File: config.mk
export PLATFORM = sky130hd
export DESIGN_NAME = fetch_unit
export DESIGN_NICKNAME = d
export VERILOG_FILES = /design/src/rtl/fetch_pkg.sv /design/src/rtl/fetch_fifo.sv /design/src/rtl/fetch_unit.sv
export SDC_FILE = /design/constraint.sdc
export NUM_CORES = 1
export LEC_CHECK = 0
export ABC_AREA = 1
export CORE_MARGIN = 2
export CORE_UTILIZATION = 55
export DETAILED_ROUTE_END_ITERATION = 10
export PLACE_DENSITY = 0.85
export SLEW_MARGIN = 5
export SYNTH_ARGS = -nofsm -noshare
export SYNTH_HDL_FRONTEND = slang
export SYNTH_HIERARCHICAL = 1
export SYNTH_SLANG_ARGS = --single-unit
File: constraint.sdc
create_clock -name clk -period 3.17 [get_ports clk]
set_clock_uncertainty 0.1 [all_clocks]
set_input_delay 0.317 -clock clk [delete_from_list [all_inputs] [get_ports clk]]
set_output_delay 0.317 -clock clk [all_outputs]
set_load 0.005 [all_outputs]
File: src/rtl/fetch_pkg.sv
// rtl/fetch_pkg.sv - shared fetch-stage constants, state encoding and entry type
package fetch_pkg;

    localparam int FETCH_ADDR_W     = 16;
    localparam int FETCH_INSTR_W    = 16;
    localparam int FETCH_FIFO_DEPTH = 2;

    typedef logic [1:0] fetch_state_t;

    localparam logic [1:0] ST_IDLE    = 2'd0;
    localparam logic [1:0] ST_WAIT    = 2'd1;
    localparam logic [1:0] ST_DISCARD = 2'd2;

    typedef struct packed {
        logic [FETCH_ADDR_W-1:0]  pc;
        logic [FETCH_INSTR_W-1:0] instr;
    } fetch_entry_t;

    function automatic int fetch_cnt_w(input int depth);
        return $clog2(depth + 1);
    endfunction

endpackage

File: src/rtl/fetch_fifo.sv
// rtl/fetch_fifo.sv - small synchronous FIFO of fetched {pc, instr} entries with flush
import fetch_pkg::*;

module fetch_fifo #(
    parameter int DATA_W = 32,
    parameter int DEPTH  = 2,
    parameter int CNT_W  = fetch_cnt_w(DEPTH)
) (
    input  logic              clk,
    input  logic              rst_n,
    input  logic              flush,
    input  logic              push,
    input  logic [DATA_W-1:0] push_data,
    input  logic              pop,
    output logic [DATA_W-1:0] pop_data,
    output logic [CNT_W-1:0]  count,
    output logic              full,
    output logic              empty
);

    localparam int PTR_W = (DEPTH > 1) ? $clog2(DEPTH) : 1;

    logic [DATA_W-1:0] mem_q [DEPTH];
    logic [DATA_W-1:0] mem_d [DEPTH];
    logic [PTR_W-1:0]  wr_ptr_q, wr_ptr_d;
    logic [PTR_W-1:0]  rd_ptr_q, rd_ptr_d;
    logic [CNT_W-1:0]  count_q, count_d;
    logic              do_push;
    logic              do_pop;

    function automatic logic [PTR_W-1:0] next_ptr(input logic [PTR_W-1:0] p);
        return (p == PTR_W'(DEPTH - 1)) ? '0 : p + PTR_W'(1);
    endfunction

    assign full     = (count_q == CNT_W'(DEPTH));
    assign empty    = (count_q == '0);
    assign count    = count_q;
    assign pop_data = mem_q[rd_ptr_q];
    assign do_pop   = pop & ~empty;
    assign do_push  = push & (~full | do_pop);

    always_comb begin
        mem_d    = mem_q;
        wr_ptr_d = wr_ptr_q;
        rd_ptr_d = rd_ptr_q;
        count_d  = count_q;
        if (flush) begin
            wr_ptr_d = '0;
            rd_ptr_d = '0;
            count_d  = '0;
        end else begin
            if (do_push) begin
                mem_d[wr_ptr_q] = push_data;
                wr_ptr_d        = next_ptr(wr_ptr_q);
            end
            if (do_pop) begin
                rd_ptr_d = next_ptr(rd_ptr_q);
            end
            if (do_push && !do_pop) begin
                count_d = count_q + CNT_W'(1);
            end else if (do_pop && !do_push) begin
                count_d = count_q - CNT_W'(1);
            end
        end
    end

    always_ff @(posedge clk or negedge rst_n) begin
        if (!rst_n) begin
            for (int i = 0; i < DEPTH; i++) begin
                mem_q[i] <= '0;
            end
            wr_ptr_q <= '0;
            rd_ptr_q <= '0;
            count_q  <= '0;
        end else begin
            mem_q    <= mem_d;
            wr_ptr_q <= wr_ptr_d;
            rd_ptr_q <= rd_ptr_d;
            count_q  <= count_d;
        end
    end

endmodule

File: src/rtl/fetch_unit.sv
// rtl/fetch_unit.sv - instruction fetch stage: one outstanding imem read, FIFO to decode
// Defining FETCH_BYPASS_EN forwards an acked word straight to decode when the FIFO is empty.
import fetch_pkg::*;

module fetch_unit #(
    parameter int ADDR_W     = FETCH_ADDR_W,
    parameter int INSTR_W    = FETCH_INSTR_W,
    parameter int FIFO_DEPTH = FETCH_FIFO_DEPTH
) (
    input  logic               clk,
    input  logic               rst_n,
    input  logic [ADDR_W-1:0]  pc,
    input  logic               should_jump,
    output logic               stall,
    output logic               imem_req,
    output logic [ADDR_W-1:0]  imem_addr,
    input  logic               imem_ack,
    input  logic [INSTR_W-1:0] imem_rdata,
    output logic               instr_valid,
    input  logic               instr_ready,
    output logic [INSTR_W-1:0] instr,
    output logic [ADDR_W-1:0]  instr_pc
);

    localparam int CNT_W = fetch_cnt_w(FIFO_DEPTH);

    typedef struct packed {
        logic [ADDR_W-1:0]  pc;
        logic [INSTR_W-1:0] instr;
    } entry_t;

    fetch_state_t      state_q, state_d;
    logic              req_q, req_d;
    logic [ADDR_W-1:0] addr_q, addr_d;

    logic              fifo_push;
    logic              fifo_pop;
    logic              fifo_full;
    logic              fifo_empty;
    logic [CNT_W-1:0]  fifo_count;
    entry_t            fifo_wdata;
    entry_t            fifo_rdata;
    logic              fifo_valid;
    logic              ack_live;
    logic              bypass;

    // Only an ack in WAIT completes a useful fetch; acks in DISCARD belong to a flushed path.
    assign ack_live = (state_q == ST_WAIT) & imem_ack;

`ifdef FETCH_BYPASS_EN
    assign bypass = fifo_empty & ack_live & ~should_jump & instr_ready;
`else
    assign bypass = 1'b0;
`endif

    always_comb begin
        state_d   = state_q;
        req_d     = req_q;
        addr_d    = addr_q;
        fifo_push = 1'b0;
        case (state_q)
            ST_IDLE: begin
                if (!should_jump && !fifo_full) begin
                    state_d = ST_WAIT;
                    req_d   = 1'b1;
                    addr_d  = pc;
                end
            end
            ST_WAIT: begin
                if (imem_ack) begin
                    state_d   = ST_IDLE;
                    req_d     = 1'b0;
                    fifo_push = ~should_jump & ~bypass;
                end else if (should_jump) begin
                    state_d = ST_DISCARD;
                end
            end
            ST_DISCARD: begin
                if (imem_ack) begin
                    state_d = ST_IDLE;
                    req_d   = 1'b0;
                end
            end
            default: begin
                state_d = ST_IDLE;
                req_d   = 1'b0;
            end
        endcase
    end

    always_ff @(posedge clk or negedge rst_n) begin
        if (!rst_n) begin
            state_q <= ST_IDLE;
            req_q   <= 1'b0;
            addr_q  <= '0;
        end else begin
            state_q <= state_d;
            req_q   <= req_d;
            addr_q  <= addr_d;
        end
    end

    assign fifo_wdata = '{pc: addr_q, instr: imem_rdata};
    assign fifo_valid = (fifo_count != '0);
    assign fifo_pop   = fifo_valid & instr_ready;

    fetch_fifo #(
        .DATA_W ($bits(entry_t)),
        .DEPTH  (FIFO_DEPTH),
        .CNT_W  (CNT_W)
    ) u_fifo (
        .clk       (clk),
        .rst_n     (rst_n),
        .flush     (should_jump),
        .push      (fifo_push),
        .push_data (fifo_wdata),
        .pop       (fifo_pop),
        .pop_data  (fifo_rdata),
        .count     (fifo_count),
        .full      (fifo_full),
        .empty     (fifo_empty)
    );

    assign imem_req    = req_q;
    assign imem_addr   = addr_q;
    assign instr_valid = fifo_valid | bypass;
    assign instr       = bypass ? imem_rdata : fifo_rdata.instr;
    assign instr_pc    = bypass ? addr_q : fifo_rdata.pc;
    // Held high during reset so the PC generator cannot run ahead of an idle fetch unit.
    assign stall       = ~rst_n | ~(should_jump | ack_live);

endmodule

# Yosys cells after proc, flatten, opt, wreduce, memory -nomap -nowiden

Cells that the tools add are included.

Word-level logic and storage cells: 80
Output and inout port bits: 51
Register bits: 87
Bits of input ports: 37

Mux-type cells: 25
$lt $le $gt $ge: 3
Add/subtract/negate cells: 4
Bitwise logic cells: 14
Reduce and logical (&&, ||, !) cells: 19
Equal/unequal tests: 7

Operators with widths:

| cell                  | count |
|---|---|
| $mux W32              | 4 |
| $bwmux W64            | 1 |
| $demux W32 S1         | 1 |
| $mux W2               | 7 |
| $mux W1               | 10 |
| $pmux W2 S3           | 1 |
| $reduce_and A2 Y1     | 3 |
| $reduce_bool A2 Y1    | 3 |
| $not A1 Y1            | 5 |
| $and A1 B1 Y1         | 4 |
| $eq A2 B2 Y1 const B  | 2 |
| $ge A2 B2 Y1 const B  | 2 |
| $logic_and A1 B1 Y1   | 4 |
| $logic_not A1 Y1      | 4 |
| $logic_not A2 Y1      | 2 |
| $ne A2 B2 Y1 const B  | 2 |
| $not A1 Y2            | 2 |
| $ne A3 B3 Y1 const B  | 1 |
| $or A1 B1 Y1          | 3 |
| $reduce_and A3 Y1     | 1 |
| $reduce_bool A3 Y1    | 1 |
| $add A1 B1 Y1 const B | 2 |
| $add A2 B1 Y2 const B | 1 |
| $eq A2 B1 Y1 const B  | 1 |
| 5 further kinds       | 5 |

# Depth between registers and ports, before layout

Gate-level depths: netlist of run 1.

Depth in word-level cells: 10
Mapped depth: 11
Gate-level depth less buffers: 11

# Hierarchy

The synthesis of run 1 kept the hierarchy.

Modules (own cells, without submodules):

| module     | sequential area each (sq um) | times used | area an instance (sq um) | cells each |
|---|---|---|---|---|
| fetch_fifo | 1701.6                       | 1          | 3265.6                   | 379 |
| fetch_unit | 475.5                        | 1          | 872.1                    | 106 |

# Worst setup path before layout of run 1

No wires, ideal clock.

Path kind: reg2reg
From: register state_q[1]
To: register u_fifo/mem_q[6] in the netlist's numbering
Setup slack: 1.396 ns
Required time: 2.952 ns
Setup time: 0.118 ns
Buffers on the path: 1
Arrival time: 1.556 ns
Period minus slack after synthesis: 1.774 ns
Cell stages (with the launch flop): 9
Cells stage by stage: dfrtp_1 inv_1 ha_1 nand2_1 nor2_1 nand4_4 buf_6 nand2_1 o21ai_2

Word-level cells in the longest chain between the ends: 4

Ends and longest elaborated chain:

| what                        | RTL line         | source |
|---|---|---|
| start, declared             | fetch_unit.sv:32 | `fetch_state_t state_q, state_d;` |
| start signal, assigned      | fetch_unit.sv:97 | `state_q <= state_d;` |
| $eq A2 B1 Y1                | fetch_unit.sv:61 | `case (state_q)` |
| $mux W1                     | fetch_unit.sv:61 |  |
| named net fifo_push         | fetch_unit.sv:36 | `logic fifo_push;` |
| $and A1 B1 Y1               | fetch_fifo.sv:40 | `assign do_push = push & (~full \| do_pop);` |
| $reduce_and A2 Y1 (no line) | -                |  |
| end signal, assigned        | fetch_fifo.sv:76 | `mem_q <= mem_d;` |
| end, declared               | fetch_fifo.sv:23 | `logic [DATA_W-1:0] mem_q [DEPTH];` |

The timed path passes the listed nets, and every way through them passes these cells.
A chain may end at the register's enable or synchronous reset.

# Worst setup path after layout of run 1

From: register u_fifo.rd_ptr_q
To: output instr_pc[9]

Word-level cells in the longest chain between the ends: 4

Ends and longest elaborated chain:

| what                                         | RTL line         | source |
|---|---|---|
| start, declared                              | fetch_fifo.sv:26 | `logic [PTR_W-1:0] rd_ptr_q, rd_ptr_d;` |
| start signal, assigned                       | fetch_fifo.sv:78 | `rd_ptr_q <= rd_ptr_d;` |
| $not A1 Y2 (not written as such)             | fetch_fifo.sv:38 | `assign pop_data = mem_q[rd_ptr_q];` |
| $mux W32 (not written as such) (3 in series) | fetch_fifo.sv:38 |  |
| end, declared                                | fetch_unit.sv:22 | `output logic [ADDR_W-1:0] instr_pc` |

Every way passes these cells. The select of a mux whose other input is x is not followed.

==> reports/qor.yml, run 1 <==
final_util_pct: 71.55
seq_area_um2: 2177
finalSetupViolations: 0
initial_utilization_pct: 57.00
wl_um: 8417
dieArea_um2: 8226
cp-end-kind: "output pin"
endpoint: "instr_pc[9]"
hold_path.class: "in -> async"
timing.hold.ws_ns: 0.3359
path_clk_slew_ns: 0.08
timing.setup.tns_ns: 0
rr_worst_depth: 9
worstSetupPathType: "reg -> out"
slowest_stage: "clkdlybuf4s50_1"
yosys_warnings: 6
reg2reg_from: "state_q[1]"
drtIter0Drc: 174
syn_area_um2: 4134
fmax_ghz: 0.4086
placed_cells: 654
core_area_um2: 7253
gr-total-overflow: 0
drv_cap: 0
r2r-end: "u_fifo/mem_q[45]"
grt_pass1_wl_um: 14390
syn_nets: 525
drtPass1Iterations: 4
n_antenna_cell: 0
rows: 31
die_h_um: 90.70
io_buffers: 87
crit_chain: "clkinv_1, buf_4, nand2_1, nand2_1, clkdlybuf4s50_1"
layout_min_cycle_time_ns: 2.448
cts_htree_levels: 3
nFillCells: 558
cpMostUsedCell: "nand2_1"
p_leak_nw: 2.637
most-common-layout-cells: "231 x nand2_1, 87 x dfrtp_1, 86 x clkdlybuf4s50_1"
p_per_area_nw_per_um2: 818.3
globalplace.congestion: 0.8677
viasPerCell: 4.927
ir_drop_v: 0.0004613
grt_pass1_vias: 3101
period_share_pct: 77.21
critPathLaunchType: "flip-flop"
antenna_found_initial: 0
finalMaxSlewViolations: 0
slowest_delay_ns: 0.47
layout.cells.non_filler: 668
cts_setup_buffers: 0
hold_viol: 0
ant_nets: 0
drc: 0
final_common_cell: "nand2_1"
routed-via-count: 3291
areaGrowthSynthToFinish_pct: 25.54
tightest_slew_ns: 0.7248
io-pin-count: 88
grt_start_max_net_pins: 60
grtUsageTotal_pct: 21.68
rsz0062_at_grt: "false"
cts_num_sinks: 87
worst_ep_required_time_ns: 2.75
status: "finished, final reports clean"
cts_tree: "built"
wl_per_cell_um: 12.60
clock_path_buffers: 2
numCtsBuffers: 9
synth_cells: 484
cts-root-buf: "clkbuf_8"
critPathLaunch: "u_fifo/rd_ptr_q"
drive_above_1_share_pct: 12.48
avgSynthCellArea_um2: 8.541
r2r_slack_ns: 1.19
clk_latency_ns: 0.34
cp_max_fo: 19
arrival_ns: 2.03
dp_hpwl_um: 5798
multi_input_area_um2: 1599
nNetsFinal: 608
relSlewSlack_pct: 51.68
die_x_um: 90.70
sequential cells by signal, indices dropped and copies added (netlist names):
signal,count
u_fifo/mem_q,64
imem_addr,16
state_q,2
u_fifo/count,2
imem_req,1
u_fifo/rd_ptr_q,1
u_fifo/wr_ptr_q,1
through the flow:
step	cell area, um^2	worst slack, ns	power (mW)
after floorplan	4134	1.396	2.673
final	5190	0.7223	4.247
after detailed placement	5014	0.9142	3.579
after CTS	5190	0.6886	4.292
after global routing	5190	0.5610	4.578
after global placement	5014	0.9610	3.508
area by class of cell:
type / count / area share, %
multi-input combinational: 329 / 30.81
timing repair buffer: 94 / 18.27
inverter: 46 / 3.375
sequential: 87 / 41.95
clock buffer: 11 / 2.531
tap: 99 / 2.387
clock inverter: 2 / 0.6750
per-layer routing:
metal / GRT usage (%) / vias up / wire (um)
met3: 3.756 / 9 / 427
met2: 36.82 / 90 / 4147
met4: 8.333 / 0 / 124
met1: 27.77 / 1526 / 3718
met5: 0 / - / 0
li1: - / 1666 / -
how the worst min path moves through the flow:
stage                     startpoint                to  slack (ns)  depth (start not counted)
after floorplan                rst_n      imem_addr[0]       -0.08                          0
after global placement         rst_n   u_fifo/mem_q[3]        0.16                          1
after detailed placement       rst_n   u_fifo/mem_q[3]        0.17                          1
after CTS                      rst_n  u_fifo/mem_q[13]        0.33                          2
after global routing           rst_n  u_fifo/mem_q[37]        0.35                          2
final                          rst_n   u_fifo/mem_q[8]        0.34                          2
power by group:
group | leakage, nW | internal, mW | switching, mW
clock | 0.0851 | 0.351 | 0.352
sequential | 1.14 | 1.52 | 0.267
combinational | 1.41 | 0.943 | 0.816
total | 2.64 | 2.81 | 1.44
what timing repair did:
| action | CTS | global route |
|---|---|---|
| hold buffers | 1 | 0 |
| hold endpoints to repair | 28 | 0 |
| gates resized for setup | 0 | 0 |
worst max-delay path: cells and delay by family (launching register included):
family,cells,cell delay (ns)
flip-flops,1,0.35
buffers and inverters,3,1.21
AND/OR/NAND/NOR,2,0.12
(Power assumes the default switching activity.)
==> inputs of run 2 (changes only) <==
CORE_UTILIZATION = 51   (was 55)
PLACE_DENSITY = 0.8   (was 0.85)
clock period = 2.5 ns   (was 3.17 ns; I/O delays follow)
==> run 2 against run 1 <==
Total power increased by 30%. Non-clock buffer count increased by 2. Via count increased by 1.6%. Die area increased by 7.5%. First-iteration DRC count increased by 18%. Utilization decreased by 4.2 points. Final cell count increased by 1.2%. Critical path depth unchanged. Worst setup slack got worse by 0.52 ns. Clock power increased by 44%. Sequential share of layout area decreased by 0.58 points. Register-to-register slack got worse by 0.67 ns. Largest cell class unchanged.
==> reports/qor.yml, run 2 (same netlist as run 1, synthesis figures left out) <==
cts_tree: "built"  # unchanged
internal_power_mw: 3.642  # was 2.812 mW
areaGrowthSynthToFinish_pct: 27.30  # was 25.54%
ant_nets: 0  # unchanged
cts_num_sinks: 87  # unchanged
drv_cap: 0  # unchanged
clock_path_buffers: 2  # unchanged
path_clk_slew_ns: 0.08  # about the same
finalSetupViolations: 0  # unchanged
finalMaxSlewViolations: 0  # unchanged
rsz0062_at_grt: "false"  # unchanged
rows: 32  # was 31
r2r_slack_ns: 0.52  # was 1.19 ns
finalWorstSetupSlack_ns: 0.1993  # was 0.7223 ns
hold_path.class: "in -> async"  # unchanged
drive_above_1_share_pct: 13.59  # was 12.48%
timing.setup.tns_ns: 0  # unchanged
clk_latency_ns: 0.35  # was 0.34 ns
p_comb_share_pct: 40.7  # was 41.4%
pwr-share-clk_pct: 18.2  # was 16.6%
status: "finished, final reports clean"  # unchanged
nNetsFinal: 610  # was 608
wl_um: 8668  # was 8417 um
drtIter0Drc: 206  # was 174
cp-end-kind: "output pin"  # unchanged
hold_viol: 0  # unchanged
grt_pass1_vias: 3241  # was 3101
dp_hpwl_um: 5844  # was 5798 um
grt_pass1_wl_um: 14710  # was 14390 um
grt_start_max_net_pins: 86  # was 60
switching_power_mw: 1.885  # was 1.435 mW
final_common_cell: "nand2_1"  # unchanged
grtUsageTotal_pct: 21.18  # was 21.68%
io-pin-count: 88  # unchanged
fmax_ghz: 0.4347
r2r-end: "u_fifo/mem_q[54]"  # was u_fifo/mem_q[45]
die_h_um: 94.03  # was 90.70 um
viasPerCell: 4.947  # was 4.927
cts_htree_levels: 3  # unchanged
cp_max_fo: 12  # was 19
post_cts_resized: 0  # unchanged
switching_share_pct: 34.11  # was 33.79%
arrival_ns: 1.95  # was 2.03 ns
worst_ep_required_time_ns: 2.15  # was 2.75 ns
cts-root-buf: "clkbuf_8"  # unchanged
globalplace.congestion: 0.8761  # was 0.8677
dieArea_um2: 8842  # was 8226 um^2
most-common-layout-cells: "231 x nand2_1, 87 x dfrtp_1, 86 x clkdlybuf4s50_1"  # unchanged
pre_cts_ws_ns: 0.3101  # was 0.9142 ns
layout_min_cycle_time_ns: 2.301
gr-total-overflow: 0  # unchanged
antenna_found_initial: 0  # unchanged
core_area_um2: 7807  # was 7253 um^2
tightest_slew_ns: 1.038  # was 0.7248 ns
power_frac_seq_pct: 41.0  # was 42.0%
reg2reg_from: "state_q[1]"  # unchanged
worstSetupPathType: "reg -> out"  # unchanged
n_antenna_cell: 0  # unchanged
rr_worst_depth: 8  # was 9
regMostFlops: "u_fifo/mem_q"  # unchanged
ir_drop_v: 0.0006293  # was 0.0004613 V
largest_reg_flops: 64  # unchanged
period_share_pct: 92.03
drtPass1Iterations: 4  # unchanged
p_leak_nw: 2.671  # was 2.637 nW
initial_utilization_pct: 52.95  # was 57.00%
drc: 0  # unchanged
nFillCells: 640  # was 558
critPathLaunchType: "flip-flop"  # unchanged
numCtsBuffers: 9  # unchanged
routed-via-count: 3344  # was 3291
p_per_area_nw_per_um2: 1050  # was 818.3 nW/um^2
die_x_um: 94.03  # was 90.70 um
relSlewSlack_pct: 30.80  # was 51.68%
io_buffers: 87  # unchanged
wl_per_cell_um: 12.82  # was 12.60 um
run 2: power groups by stage:
stage	Combinational (mW)	Clock (mW)	Sequential [mW]
after floorplan	1.18	0	2.21
after global placement	2.20	0	2.26
after detailed placement	2.27	0	2.29
after CTS	2.29	1.03	2.27
after global routing	2.52	1.08	2.34
final	2.25	1.01	2.27
run 2: how the worst max path moves through the flow:
stage | from | slack (ns) | to
6_report | u_fifo/rd_ptr_q | 0.20 | instr[0]
5_1_grt | u_fifo/rd_ptr_q | 0.1 | instr_pc[3]
4_1_cts | u_fifo/rd_ptr_q | 0.18 | instr[0]
3_5_place_dp | should_jump | 0.31 | u_fifo/mem_q[60]
3_3_place_gp | should_jump | 0.39 | u_fifo/mem_q[60]
2_1_floorplan | state_q[1] | 0.73 | u_fifo/mem_q[6]
run 2: per-layer routing:
layer	global-route usage (%)	vias up	share of wire [%]	routed length [um]
li1	-	1664	-	-
met1	27.66	1570	45	3898
met2	35.12	101	49	4210
met3	3.692	9	4.9	425
met4	8.575	0	1.5	133
met5	0	-	0	0
run 2: critical path, stage by stage, from the launching register on:
cell             delay, ns
dfrtp_1               0.36
clkinv_1              0.33
buf_4                 0.33
nand2_1               0.08
nand2_1               0.06
clkdlybuf4s50_1       0.44
run 2: cell type report:
cell class              instances  area [um^2]  area share [%]
repair buffers                 96        975.9           18.54
clock buffers                  11        151.4           2.877
multi-input cells             329         1599           30.39
inverters                      46        175.2           3.329
flip-flops and latches         87         2177           41.37
well taps                     102        127.6           2.425
clock inverters                 5        56.30           1.070
run 2: what timing repair did:
action                    CTS  global route
hold buffers                1             0
buffers inserted            0             0
hold endpoints to repair    2             0
run 2: per-stage QoR:
stage                     utilization, %  area, um^2  hold slack [ns]  total power, mW  std cells
after floorplan                        -        4134          -0.1456            3.390        484
after detailed placement           64.62        5045         -0.04426            4.558        659
after global routing               67.40        5263           0.1279            5.939        676
after global placement             64.62        5045         -0.04558            4.458        659
final                              67.40        5263           0.1273            5.527        676
after CTS                          67.40        5263           0.1180            5.585        676
==> inputs of run 3 (changes only) <==
SLEW_MARGIN = 10   (was 5)
==> results of run 3 <==
The final DEF is identical to that of run 2; final timing and power are the same.
